## src/rtl/ps2_pkg.sv

```systemverilog
// Shared PS/2 definitions: transmitter states, error codes and common command bytes.
package ps2_pkg;

  typedef enum logic [2:0] {
    IDLE,
    INHIBIT,
    RTS,
    WAIT_START,
    SEND,
    WAIT_ACK,
    WAIT_IDLE,
    ABORT
  } ps2_tx_state_t;

  localparam logic [1:0] ERR_NONE     = 2'b00;
  localparam logic [1:0] ERR_START_TO = 2'b01;
  localparam logic [1:0] ERR_XFER_TO  = 2'b10;
  localparam logic [1:0] ERR_NO_ACK   = 2'b11;

  localparam logic [7:0] CMD_SET_LEDS = 8'hED;
  localparam logic [7:0] CMD_ENABLE   = 8'hF4;
  localparam logic [7:0] CMD_RESET    = 8'hFF;
  localparam logic [7:0] RSP_ACK      = 8'hFA;

  // PS/2 frames carry odd parity over the data byte plus the parity bit.
  function automatic logic odd_parity(input logic [7:0] data);
    return ~^data;
  endfunction

  function automatic int unsigned max_u(input int unsigned a, input int unsigned b);
    return (a > b) ? a : b;
  endfunction

endpackage

```

## src/rtl/ps2_line_sync.sv

```systemverilog
// Two-flop synchronizer with falling-edge detect for one open-drain PS/2 line.
module ps2_line_sync (
  input  logic clock,
  input  logic reset,
  input  logic line,
  output logic level,
  output logic fall
);

  logic meta;
  logic sync;
  logic prev;

  // Idle PS/2 lines float high, so reset to 1 to avoid a false edge on release.
  always_ff @(posedge clock) begin
    if (reset) begin
      meta <= 1'b1;
      sync <= 1'b1;
      prev <= 1'b1;
    end else begin
      meta <= line;
      sync <= meta;
      prev <= sync;
    end
  end

  assign level = sync;
  assign fall  = prev & ~sync;

endmodule

```

## src/rtl/ps2_command_tx.sv

```systemverilog
// Host-to-device PS/2 command transmitter: inhibit, request-to-send, clock out
// one odd-parity frame on device clock edges, then check the device ack.
module ps2_command_tx
  import ps2_pkg::*;
#(
  parameter int unsigned INHIBIT_CYCLES       = 6000,
  parameter int unsigned RTS_SETUP_CYCLES     = 250,
  parameter int unsigned START_TIMEOUT_CYCLES = 750000,
  parameter int unsigned XFER_TIMEOUT_CYCLES  = 100000
) (
  input  logic       clock,
  input  logic       reset,
  input  logic       cmd_valid,
  input  logic [7:0] cmd_data,
  output logic       cmd_ready,
  input  logic       ps2_clk_in,
  input  logic       ps2_dat_in,
  output logic       ps2_clk_oe,
  output logic       ps2_dat_oe,
  output logic       busy,
  output logic       done,
  output logic       error,
  output logic [1:0] err_code
);

  localparam int unsigned CNT_MAX = max_u(max_u(INHIBIT_CYCLES, RTS_SETUP_CYCLES),
                                          max_u(START_TIMEOUT_CYCLES, XFER_TIMEOUT_CYCLES));
  localparam int unsigned CNT_W   = $clog2(CNT_MAX + 1);

  localparam logic [CNT_W-1:0] INHIBIT_LAST = CNT_W'(INHIBIT_CYCLES - 1);
  localparam logic [CNT_W-1:0] RTS_LAST     = CNT_W'(RTS_SETUP_CYCLES - 1);
  localparam logic [CNT_W-1:0] START_LAST   = CNT_W'(START_TIMEOUT_CYCLES - 1);
  localparam logic [CNT_W-1:0] XFER_LAST    = CNT_W'(XFER_TIMEOUT_CYCLES - 1);

  ps2_tx_state_t    state;
  logic [9:0]       frame;
  logic [3:0]       bitcnt;
  logic [CNT_W-1:0] cnt;

  logic clk_level;
  logic clk_fall;
  logic dat_level;
  logic dat_fall;
  logic unused_dat_fall;

  ps2_line_sync clk_sync (
    .clock (clock),
    .reset (reset),
    .line  (ps2_clk_in),
    .level (clk_level),
    .fall  (clk_fall)
  );

  ps2_line_sync dat_sync (
    .clock (clock),
    .reset (reset),
    .line  (ps2_dat_in),
    .level (dat_level),
    .fall  (dat_fall)
  );

  // Data-line edges only matter to the receive path.
  assign unused_dat_fall = dat_fall;

  logic in_xfer;
  assign in_xfer = (state == SEND) || (state == WAIT_ACK) || (state == WAIT_IDLE);

  always_ff @(posedge clock) begin
    if (reset) begin
      state      <= IDLE;
      frame      <= '0;
      bitcnt     <= '0;
      cnt        <= '0;
      cmd_ready  <= 1'b0;
      ps2_clk_oe <= 1'b0;
      ps2_dat_oe <= 1'b0;
      busy       <= 1'b0;
      done       <= 1'b0;
      error      <= 1'b0;
      err_code   <= ERR_NONE;
    end else begin
      done  <= 1'b0;
      error <= 1'b0;

      // Transfer timeout is checked ahead of the per-state edge handling so
      // that it wins over an edge detected in the same cycle.
      if (in_xfer && (cnt == XFER_LAST)) begin
        state      <= ABORT;
        error      <= 1'b1;
        err_code   <= ERR_XFER_TO;
        ps2_clk_oe <= 1'b0;
        ps2_dat_oe <= 1'b0;
      end else begin
        unique case (state)
          IDLE: begin
            if (cmd_valid && cmd_ready) begin
              frame      <= {1'b1, odd_parity(cmd_data), cmd_data};
              bitcnt     <= '0;
              cnt        <= '0;
              err_code   <= ERR_NONE;
              cmd_ready  <= 1'b0;
              busy       <= 1'b1;
              ps2_clk_oe <= 1'b1;
              ps2_dat_oe <= 1'b0;
              state      <= INHIBIT;
            end else begin
              cmd_ready <= 1'b1;
            end
          end

          INHIBIT: begin
            if (cnt == INHIBIT_LAST) begin
              cnt        <= '0;
              ps2_dat_oe <= 1'b1;
              state      <= RTS;
            end else begin
              cnt <= cnt + 1'b1;
            end
          end

          RTS: begin
            if (cnt == RTS_LAST) begin
              cnt        <= '0;
              ps2_clk_oe <= 1'b0;
              state      <= WAIT_START;
            end else begin
              cnt <= cnt + 1'b1;
            end
          end

          WAIT_START: begin
            if (cnt == START_LAST) begin
              state      <= ABORT;
              error      <= 1'b1;
              err_code   <= ERR_START_TO;
              ps2_clk_oe <= 1'b0;
              ps2_dat_oe <= 1'b0;
            end else if (clk_fall) begin
              ps2_dat_oe <= ~frame[0];
              frame      <= {1'b0, frame[9:1]};
              bitcnt     <= 4'd1;
              cnt        <= '0;
              state      <= SEND;
            end else begin
              cnt <= cnt + 1'b1;
            end
          end

          SEND: begin
            cnt <= cnt + 1'b1;
            if (clk_fall) begin
              ps2_dat_oe <= ~frame[0];
              frame      <= {1'b0, frame[9:1]};
              bitcnt     <= bitcnt + 1'b1;
              if (bitcnt == 4'd9) begin
                state <= WAIT_ACK;
              end
            end
          end

          WAIT_ACK: begin
            cnt <= cnt + 1'b1;
            if (clk_fall) begin
              if (!dat_level) begin
                state <= WAIT_IDLE;
              end else begin
                state      <= ABORT;
                error      <= 1'b1;
                err_code   <= ERR_NO_ACK;
                ps2_clk_oe <= 1'b0;
                ps2_dat_oe <= 1'b0;
              end
            end
          end

          WAIT_IDLE: begin
            cnt <= cnt + 1'b1;
            if (clk_level && dat_level) begin
              done  <= 1'b1;
              busy  <= 1'b0;
              state <= IDLE;
            end
          end

          ABORT: begin
            busy  <= 1'b0;
            state <= IDLE;
          end

          default: begin
            ps2_clk_oe <= 1'b0;
            ps2_dat_oe <= 1'b0;
            busy       <= 1'b0;
            state      <= IDLE;
          end
        endcase
      end
    end
  end

endmodule

```

## config.mk

```make
export PLATFORM = sky130hd
export DESIGN_NAME = ps2_command_tx
export DESIGN_NICKNAME = d
export VERILOG_FILES = /design/src/rtl/ps2_pkg.sv /design/src/rtl/ps2_line_sync.sv /design/src/rtl/ps2_command_tx.sv
export SDC_FILE = /design/constraint.sdc
export NUM_CORES = 1
export LEC_CHECK = 0
export CAP_MARGIN = 10
export CORE_MARGIN = 2
export CORE_UTILIZATION = 38
export DETAILED_ROUTE_END_ITERATION = 8
export MAX_ROUTING_LAYER = met4
export PLACE_DENSITY = 0.66
export RECOVER_POWER = 100
export SETUP_SLACK_MARGIN = 0.02
export SKIP_LAST_GASP = 1
export SLEW_MARGIN = 40
export SYNTH_ARGS = -nofsm -noshare
export SYNTH_HDL_FRONTEND = slang
export SYNTH_HIERARCHICAL = 1
export SYNTH_SLANG_ARGS = --single-unit
```

## constraint.sdc

```tcl
create_clock -name clock -period 2.1 [get_ports clock]
set_input_delay 0.315 -clock clock [delete_from_list [all_inputs] [get_ports clock]]
set_output_delay 0.315 -clock clock [all_outputs]
set_load 0.02 [all_outputs]
```

# Yosys cells after proc, flatten, opt, wreduce, memory -nomap -nowiden
# Index checks and enable logic that the tools add are counted.
word_totals:
  latchBits: 0
  regBits: 50
  memories: 0
  ram_bits: 0
  rom_bits: 0
  wordCells: 136
  output_inout_bits: 8
op_classes:
  div_mod_pow: 0
  order_cmp: 0
  mul: 0
  add_sub_neg: 2
  n_shift: 0
  eq_ne: 32
  n_mux: 53
  n_reduce_logical: 27
  bitwise_logic: 5
op_table:
  columns: ["operator", "count"]
  rows:
  - ["20-bit 2-to-1 mux", 5]
  - ["20-bit one-hot mux with 5 select lines", 1]
  - ["10-bit 2-to-1 mux", 3]
  - ["3-bit 2-to-1 mux", 10]
  - ["10-bit one-hot mux with 3 select lines", 1]
  - ["3-bit one-hot mux with 8 select lines", 1]
  - ["20-bit by 1-bit adder with 20-bit output, second input constant", 1]
  - ["20-bit by 13-bit == test with 1-bit output, second input constant", 1]
  - ["20-bit by 17-bit == test with 1-bit output, second input constant", 1]
  - ["20-bit == test, second input constant", 1]
  - ["20-bit by 8-bit == test with 1-bit output, second input constant", 1]
  - ["1-bit 2-to-1 mux", 17]
  - ["4-bit 2-to-1 mux", 4]
  - ["2-bit != test, second input constant", 8]
  - ["5-bit AND reduction", 3]
  - ["3-bit == test, second input constant", 4]
  - ["3-bit != test, second input constant", 4]
  - ["4-bit one-hot mux with 3 select lines", 1]
  - ["4-bit AND reduction", 3]
  - ["6-bit AND reduction", 2]
  - ["2-bit 2-to-1 mux", 5]
  - ["5-bit nonzero test", 2]
  - ["3-bit by 1-bit != test with 1-bit output, second input constant", 3]
  - ["3-bit nonzero test", 3]
  - ["other kinds (23)", 34]

# Depth between registers and ports, before layout
depth:
  word_depth: 6
  depth_mapped: 9
  depth_no_buf: 8

# By module
# The synthesis kept the hierarchy.
by_module_without_submodules:
  columns: ["mod", "cells_each", "instances", "seq_area_each_um2", "area_per_inst_um2"]
  rows:
  - ["ps2_command_tx", 342, 1, 900.9, 2801.4]
  - ["ps2_line_sync", 7, 2, 60.1, 85.1]

# Worst setup path after synthesis
# No wires, ideal clock.
synth_path:
  kind: "reg-to-reg"
  from: "register cnt[13]"
  to: "register cnt[1]"
  arrival_ns: 2.076
  path_slack_ns: -0.118
  n_path_buf: 2
  path_stages_with_launch: 9
  setup_ns: 0.142
  period_less_slack_ns: 2.218
  cell_sequence: "dfxtp_1 > or2_1 > or4_4 > nor4_4 > or3_1 > buf_6 > or2b_1 > buf_4 > o22ai_1"
synth_between:
  elab_chain_len: 4
synth_lines:
  columns: ["element", "line_no", "source"]
  rows:
  - ["from (decl)", "ps2_command_tx.sv:38", "logic [CNT_W-1:0] cnt;"]
  - ["from (signal assigned)", "ps2_command_tx.sv:117", "cnt <= cnt + 1'b1;"]
  - ["from (signal assigned)", "ps2_command_tx.sv:127", "cnt <= cnt + 1'b1;"]
  - ["from (signal assigned)", "ps2_command_tx.sv:145", "cnt <= cnt + 1'b1;"]
  - ["parallel branches: the longest is 4 deep, another holds 20-bit by 8-bit == test with 1-bit output", null, null]
# Parallel ways; which one is timed is not known.
# A chain may end at the register's enable or synchronous reset.

# Worst setup path after layout
layout_path:
  from: "register cnt[9]"
  to: "register state[1]"
layout_between:
  elab_chain_len: 4
layout_lines:
  columns: ["element", "line_no", "source"]
  rows:
  - ["20-bit == test or 20-bit by 17-bit == test with 1-bit output (tied branches)", "ps2_command_tx.sv:132, ps2_command_tx.sv:87", null]
  - ["3-bit 2-to-1 mux or 1-bit logical AND (tied branches)", "ps2_command_tx.sv:132, ps2_command_tx.sv:87", null]
  - ["3-bit one-hot mux with 8 select lines, or another cell as far along", "ps2_command_tx.sv:94", "unique case (state)"]
  - ["3-bit 2-to-1 mux or 8-bit AND reduction (tied branches)", null, null]
  - ["to (signal assigned)", "ps2_command_tx.sv:88", "state <= ABORT;"]
  - ["to (signal assigned)", "ps2_command_tx.sv:105", "state <= INHIBIT;"]
  - ["to (signal assigned)", "ps2_command_tx.sv:133", "state <= ABORT;"]
  - ["to (decl)", "ps2_command_tx.sv:35", "ps2_tx_state_t state;"]
# Several ways; a longest one is shown, not always the timed one.

==> results.cfg <==
[outcome]
status = finished with violations
violations = setup timing

[placed_design]
dp_hpwl_mm = 6.422
dp.cells = 532
place_congestion = 0.9769
io_buffer_count = 20

[floorplan]
dieArea_um2 = 8454
die_y_um = 91.95
io_pins = 21
initial_core_util_pct = 38.63
fp.coreArea_um2 = 7607
die_w_um = 91.95
row_count = 32

[finish]
antenna_cells = 0
stdcell_count = 547
final_cell_mix = buf_4 (72), dfxtp_1 (40), nor2_1 (30), nand2_1 (23), o21ai_0 (21)
n_fill_cell = 692
drive_above_1_share_pct = 34.83
layout_commonest_cell = buf_4
area_growth_pct = 43.55
fin_util_pct = 55.46
fin_nets = 461

[worst_setup_path]
worst-path-max-fanout = 6
worstSetupPathType = reg2reg
cp.required_ps = 2350
critical-path-max-stage-delay_ps = 360
start_kind = flop
crit_buf_inv = 2
path_cells = nor4_2, buf_4, nand2_1, nor4_2, buf_4, a221oi_1, or3_1, a21oi_1
cp_slowest_cell = nor4_2
crit_path_end_kind = flop
cp_top_family = simple AND/OR/NAND/NOR gates
arrival_ps = 2440

[route]
drtPass1Iterations = 7
drtAntennaViolNets = 0
drc = 0
vias_per_cell = 5.678
wl_per_cell_um = 16.50
wl_mm = 9.024
first_iter_violations = 166
vias = 3106

[global_route]
grt.met2_usage_pct = 35.48
grt_pass1_wl_mm = 14.01
grt_max_degree = 17
gr-usage-met3_pct = 3.862
overflow = 0
grt.total_usage_pct = 20.89
top_usage_layer = met2
first_global_vias = 3010
antenna_found_initial = 0
grt.met1_usage_pct = 25.88

[clock_network]
postCtsHoldBufs = 0
ctsRootBufferMaster = clkbuf_8
cts_buffer_depth = 2
clkLatencyLatePin_ps = 310
cts_num_sinks = 50
cts_buffers = 5
path_clk_slew_ps = 100
htree_num_levels = 2
cts_tree = done

[hold_path]
hold_path.class = reg2reg

[sta]
fin_worst_skew_ps = 7.103
rsz0062_at_grt = yes
fin_crit_ps = 2194
fmax_mhz = 455.7
setup_ws_ps = -94.33
relSlewSlack_pct = 68.36
fin_hold_ws_ps = 408.6
final-hold-violation-count = 0
min_period_over_period_pct = 104.5
worstMarginPinSlew_ps = 474.6
setup_viol = 33
drv_slew = 0

[yosys]
synthesis.area_um2 = 2939
ys_warn_count = 6
synth_fp_nets = 370
synthCells = 353
avgSynthCellArea_um2 = 8.326

[pwr]
p_leak_nw = 1.592
ir_drop_mv = 0.3563
p_per_area_nw_per_um2 = 841.8

[flow_run]
maxCapViolations = 0
## report_power, final
| group | internal, mW | switching (mW) | total, mW |
|---|---|---|---|
| clock network | 0.356 | 0.350 | 0.706 |
| logic | 0.753 | 0.861 | 1.61 |
| registers | 1.10 | 0.134 | 1.23 |
| total | 2.21 | 1.34 | 3.55 |
## worst paths after layout
| kind | end | start | slack, ps | depth (start not counted) |
|---|---|---|---|---|
| worst max register to register | state[1] | cnt[9] | -90 | 8 |
| worst min-delay path | dat_sync/level | dat_sync/meta | 410 | 1 |
| worst max-delay path | state[1] | cnt[9] | -90 | 8 |
| worst min register to register | dat_sync/level | dat_sync/meta | 410 | 1 |
## layer usage
layer / vias up / wire length [um]
li1: 1514 / -
met1: 1475 / 3997
met2: 97 / 4464
met3: 20 / 411
met4: 0 / 150
met5: - / 0
## registers in the layout, indices dropped and copies added, names as in the netlist
| register | count |
|---|---|
| cnt | 20 |
| frame | 10 |
| bitcnt | 4 |
| state | 3 |
| err_code | 2 |
| busy | 1 |
| clk_sync/level | 1 |
| clk_sync/meta | 1 |
| clk_sync/prev | 1 |
| cmd_ready | 1 |
| dat_sync/level | 1 |
| dat_sync/meta | 1 |
| done | 1 |
| error | 1 |
| ps2_clk_oe | 1 |
| ps2_dat_oe | 1 |
## per-stage QoR
stage	worst slack, ps	power, mW	instance area [um^2]	TNS [ps]
floorplan	-43.71	2.139	2977	-136.3
global placement	-136.9	2.601	3804	-3135
detailed placement	-170.3	2.641	3804	-3962
CTS	-114.8	3.392	4028	-1753
global route	-152.2	3.761	4219	-4113
finish	-94.33	3.551	4219	-1399
## timing repair
item | 4_1_cts | 5_1_grt
buffers inserted | 4 | 1
endpoints found under the setup margin | 39 | 42
cloned | 1 | 1
gates resized for setup | 22 | 38
pin swaps | 15 | 12
## cell type report
class	instances	area (um^2)	area share, %
Multi-Input combinational cell	271	2047	48.52
Sequential cell	50	1013	24.02
Timing Repair Buffer	104	875.8	20.76
Tap cell	102	127.6	3.025
Clock buffer	6	72.57	1.720
Inverter	12	45.04	1.068
Clock inverter	2	37.54	0.8897
Note: power is estimated with default switching activity, not from simulation.
